### src/rtl/clock_div_tracker.sv
`default_nettype none
// ============================================================================
// Module   : clock_div_tracker
// Summary  : Fast-clock receiver for a divided clock. Samples SLOW_IN,
//            measures its period and high time in CLK cycles, declares lock
//            after LOCK_COUNT identical periods, regenerates the pre-edge
//            strobe and pulses ERR on a ratio change or a missed edge.
// Options  : CLKDIV_TRACK_SYNC_EN - two-flop synchronizer on SLOW_IN
//            (SLOW_IN may then be asynchronous; detection latency +2 cycles)
// Revision : 1.0 - initial release
// ============================================================================
module clock_div_tracker #(
  parameter int WIDTH      = 8,
  parameter int LOCK_COUNT = 3
) (
  input  logic             CLK,
  input  logic             RST,
  input  logic             SLOW_IN,
  output logic             LOCKED,
  output logic             PREEDGE,
  output logic             ERR,
  output logic [WIDTH-1:0] PERIOD,
  output logic [WIDTH-1:0] HIGH_CNT
);

  localparam logic [WIDTH-1:0] CNT_MAX    = {WIDTH{1'b1}};
  localparam logic [WIDTH-1:0] CNT_ONE    = {{(WIDTH-1){1'b0}}, 1'b1};
  localparam logic [3:0]       LOCK_MATCH = 4'(LOCK_COUNT);

  typedef enum logic [1:0] {
    ST_IDLE    = 2'd0,
    ST_MEASURE = 2'd1,
    ST_LOCKED  = 2'd2
  } state_t;

  state_t           state;
  state_t           state_n;
  logic             s;
  logic             s_q;
  logic             rise;
  logic             fall;
  logic [WIDTH-1:0] cnt;
  logic [WIDTH-1:0] period_n;
  logic [WIDTH-1:0] period_m1;
  logic [3:0]       match;
  logic [3:0]       match_n;
  logic             err_n;

`ifdef CLKDIV_TRACK_SYNC_EN
  logic [1:0] sync;

  // Two-flop synchronizer; resets high so a high SLOW_IN is not seen as a rise
  always_ff @(posedge CLK) begin
    if (!RST) sync <= 2'b11;
    else      sync <= {sync[0], SLOW_IN};
  end

  assign s = sync[1];
`else
  assign s = SLOW_IN;
`endif

  // Sample history; reset high so a level already high at release is no rise
  always_ff @(posedge CLK) begin
    if (!RST) s_q <= 1'b1;
    else      s_q <= s;
  end

  assign rise = s & ~s_q;
  assign fall = ~s & s_q;

  // Phase counter: restarts at 1 on each rise, so at a rise it holds the period
  always_ff @(posedge CLK) begin
    if (!RST)                   cnt <= '0;
    else if (rise)              cnt <= CNT_ONE;
    else if (state == ST_IDLE)  cnt <= '0;
    else if (cnt != CNT_MAX)    cnt <= cnt + CNT_ONE;
  end

  // High time is captured on each fall once tracking has started
  always_ff @(posedge CLK) begin
    if (!RST)                          HIGH_CNT <= '0;
    else if (fall && state != ST_IDLE) HIGH_CNT <= cnt;
  end

  // State, match counter, measured period and registered error pulse
  always_ff @(posedge CLK) begin
    if (!RST) begin
      state  <= ST_IDLE;
      match  <= '0;
      PERIOD <= '0;
      ERR    <= 1'b0;
    end else begin
      state  <= state_n;
      match  <= match_n;
      PERIOD <= period_n;
      ERR    <= err_n;
    end
  end

  // Next-state decode; a rise always takes priority over timeout/missed edge
  always_comb begin
    state_n  = state;
    match_n  = match;
    period_n = PERIOD;
    err_n    = 1'b0;
    case (state)
      ST_IDLE: begin
        if (rise) begin
          state_n = ST_MEASURE;
          match_n = '0;
        end
      end
      ST_MEASURE: begin
        if (rise) begin
          if (match == '0 || cnt != PERIOD) begin
            period_n = cnt;
            match_n  = 4'd1;
          end else begin
            match_n  = match + 4'd1;
          end
          if (match_n == LOCK_MATCH) state_n = ST_LOCKED;
        end else if (cnt == CNT_MAX) begin
          state_n = ST_IDLE;
          match_n = '0;
        end
      end
      ST_LOCKED: begin
        if (rise) begin
          if (cnt != PERIOD) begin
            err_n    = 1'b1;
            period_n = cnt;
            match_n  = 4'd1;
            state_n  = ST_MEASURE;
          end
        end else if (cnt == PERIOD) begin
          err_n   = 1'b1;
          match_n = '0;
          state_n = ST_MEASURE;
        end
      end
      default: begin
        state_n = ST_IDLE;
        match_n = '0;
      end
    endcase
  end

  assign period_m1 = PERIOD - CNT_ONE;
  assign LOCKED    = (state == ST_LOCKED);
  assign PREEDGE   = (state == ST_LOCKED) && (cnt == period_m1);

endmodule
`default_nettype wire
### config.mk
export PLATFORM = sky130hd
export DESIGN_NAME = clock_div_tracker
export DESIGN_NICKNAME = d
export VERILOG_FILES = /design/src/rtl/clock_div_tracker.sv
export SDC_FILE = /design/constraint.sdc
export NUM_CORES = 1
export LEC_CHECK = 0
export ABC_CLOCK_PERIOD_IN_PS = 4540
export BUFFER_PORTS_ARGS = -buffer_cell sky130_fd_sc_hd__clkbuf_2
export CAP_MARGIN = 30
export CORE_MARGIN = 2
export CORE_UTILIZATION = 62
export DETAILED_ROUTE_END_ITERATION = 12
export HOLD_SLACK_MARGIN = 0.08
export PLACE_DENSITY = 0.84
export REMOVE_ABC_BUFFERS = 1
export SETUP_SLACK_MARGIN = 0.1
export SYNTH_ARGS = -nofsm -noshare
export SYNTH_HDL_FRONTEND = slang
export SYNTH_SLANG_ARGS = --single-unit
### constraint.sdc
create_clock -name CLK -period 4.54 [get_ports CLK]
set_input_delay 0.227 -clock CLK [delete_from_list [all_inputs] [get_ports CLK]]
set_output_delay 0.227 -clock CLK [all_outputs]
set_load 0.05 [all_outputs]
==> flow_summary.ini <==
[setup_path]
crit_family = compound AO/OA/AOI/OAI gates
cp-start-kind = register
required_ps = 4310
r2r-start = cnt[1]
critPathKind = register to output pin
path_cells = nor2_4 > nor4b_4 > nand2_1 > mux2_2 > a211o_1 > a2111oi_2 > clkbuf_2
cp.arrival_ps = 2470
critPathMaxStageDelay_ps = 420
r2r_slack_ps = 2300
worst-r2r-cell-count = 7
cp_max_fo = 7
crit_buf_inv = 1
end_kind = output pin
slowest_stage = dfxtp_1
r2r_end = match[0]

[cts]
cts_hold_buf = 0
clock_path_buffers = 2
root_buffer = clkbuf_4
cts_sinks = 32
clock_latency_ps = 330
h-tree-depth = 2
clk_pin_slew_ps = 100
cts_resized = 0
cts_tree = done
numCtsBuffers = 5
postCtsSetupRepairBufs = 0

[worst_hold_path]
hp-start = SLOW_IN
whs_endpoint = s_q
holdPathStages = 2
hold_path.class = input pin to register

[yosys]
synthFlopType = dfxtp_1
synth-simple-area-share = 0.238
synth_adder_area_share = 0.0526
synth_mux_area_frac = 0.101
synth_warnings = 0
synth_cell_types = 47
syn_inst = 205
yosysSeqAreaShare = 0.337
synth_edf_count = 0
syn_area_mm2 = 0.00190
synth_top_family_by_area = simple AND/OR/NAND/NOR gates
yosys_register_bits = 32
avgSynthCellArea_um2 = 9.28
synth_compound_area_frac = 0.115
synthArstFlopShare = 0
synthXorXnorAreaFrac = 0.0816

[grt]
grt_overflow = 0
antenna_found_initial = 0
grt_first_pass_wirelength_um = 5620
grt_pass1_vias = 1235
grt_max_degree = 22
track_usage = 0.211

[die]
coreArea_mm2 = 0.00298
die_w_um = 59.4
die_y_um = 59.4
die-area_mm2 = 0.00353
num_io_pins = 22
start_util = 0.639
rows = 20

[finish]
mostFrequentLayoutCells = 34 x nor2_1, 32 x dfxtp_1, 21 x clkbuf_2
area_growth_pct = 5.99
final_area_mm2 = 0.00202
drive_gt1_frac = 0.209
antenna_cells = 0
final_common_cell = nor2_1
nets = 231

[power]
leakagePower_nw = 0.880
power_density_mw_per_mm2 = 285
ir_worst_vdd_mv = 0.214

[routing]
viasPerCell = 5.80
drc = 0
first_pass_iters = 4
ant_nets = 0
vias = 1468
drt_first_iter_violations = 65
wl_per_cell_um = 13.3
routed_wl_um = 3360

[sta]
relSlewSlack = 0.569
finalHoldViolCount = 0
timing.final.max_slew_violations = 0
final.setup.tns_ps = 0
skew_ps = 5.35
whs_ps = 123
tightest_slew_ps = 646
setup_viol = 0
finalCritPeriodShare = 0.595
setup_slack_ps = 1840
rsz0062_at_grt = false
max_freq_mhz = 370
period_needed_ps = 2700

[placed_design]
dpl_cell_area_mm2 = 0.00195
numPortBuffers = 21
hpwl_um = 2390
post-place-ws_ps = 2210
globalplace.congestion = 0.786

[status]
status = finished clean

[flow_run]
maxCapViolations = 0
-- report_power, final --
part	leakage [nW]	switching (mW)	total (mW)	internal, mW
logic	0.585	0.0546	0.0982	0.0436
clock network	0.0374	0.0959	0.184	0.0878
registers	0.258	0.00756	0.293	0.286
-- metrics by stage --
step | cells | total power, mW | util
final | 253 | 0.575 | 0.677
after global routing | 253 | 0.601 | 0.677
after CTS | 253 | 0.582 | 0.677
after detailed placement | 246 | 0.399 | 0.655
after global placement | 246 | 0.397 | 0.655
after floorplan | 191 | 0.380 | -
-- how the worst max path moves through the flow --
| stage | startpoint | to | slack, ps | cells past startpoint |
|---|---|---|---|---|
| final | PERIOD[2] | PREEDGE | 1840 | 7 |
| after global routing | PERIOD[2] | PREEDGE | 1670 | 7 |
| after CTS | PERIOD[2] | PREEDGE | 1830 | 7 |
| after detailed placement | PERIOD[2] | PREEDGE | 2210 | 7 |
| after global placement | PERIOD[2] | PREEDGE | 2260 | 7 |
| after floorplan | PERIOD[2] | PREEDGE | 1600 | 6 |
-- area by class of cell --
type	count	area, µm²
timing repair buffer	22	113
multi-input combinational	149	1120
tap	33	41.3
sequential	32	641
clock buffer	7	65.1
inverter	10	37.5
fill	256	962
-- synth_stat cells, types with 3 or more instances --
cell	instances	area [µm²]
nand2_1	6	22.5
nand3_1	15	75.1
nor2_1	34	128
mux2i_1	18	180
ha_1	8	100
clkbuf_1	4	15.0
a211oi_1	3	22.5
xor2_1	10	87.6
nor3_1	5	25.0
dfxtp_1	32	641
a21oi_1	6	30.0
xnor2_1	4	35.0
nand4_1	4	25.0
o21ai_0	5	25.0
inv_1	10	37.5
clkbuf_2	3	15.0
-- flip-flops by register name (all words and copies together), names as in the netlist --
| name | flops |
|---|---|
| cnt | 8 |
| match | 4 |
| HIGH_CNT | 8 |
| s_q | 1 |
| state | 2 |
| ERR | 1 |
| PERIOD | 8 |
-- kinds of logic after synthesis --
group | after synthesis
buffers and inverters | 24
XOR/XNOR | 16
AND/OR/NAND/NOR | 80
adder cells (fa/ha/maj) | 8
AO/OA/AOI/OAI | 26
multiplexers | 19
flip-flops | 32
-- worst reg2reg max path, stage by stage (launching register included) --
cell and delay (ps):
dfxtp_1 500, ha_1 260, and4_4 260, nand4_1 270, a21oi_1 270, o32a_4 230, nand2b_4 140, a2bb2o_4 200
-- routing by layer --
| layer | vias up | GRT usage | wire length (µm) |
|---|---|---|---|
| met5 | - | 0 | 0 |
| li1 | 744 | - | - |
| met4 | 0 | 0.0682 | 45 |
| met3 | 6 | 0.0590 | 136 |
| met2 | 25 | 0.311 | 1520 |
| met1 | 693 | 0.297 | 1650 |
Power figures use the tool's default switching activity.
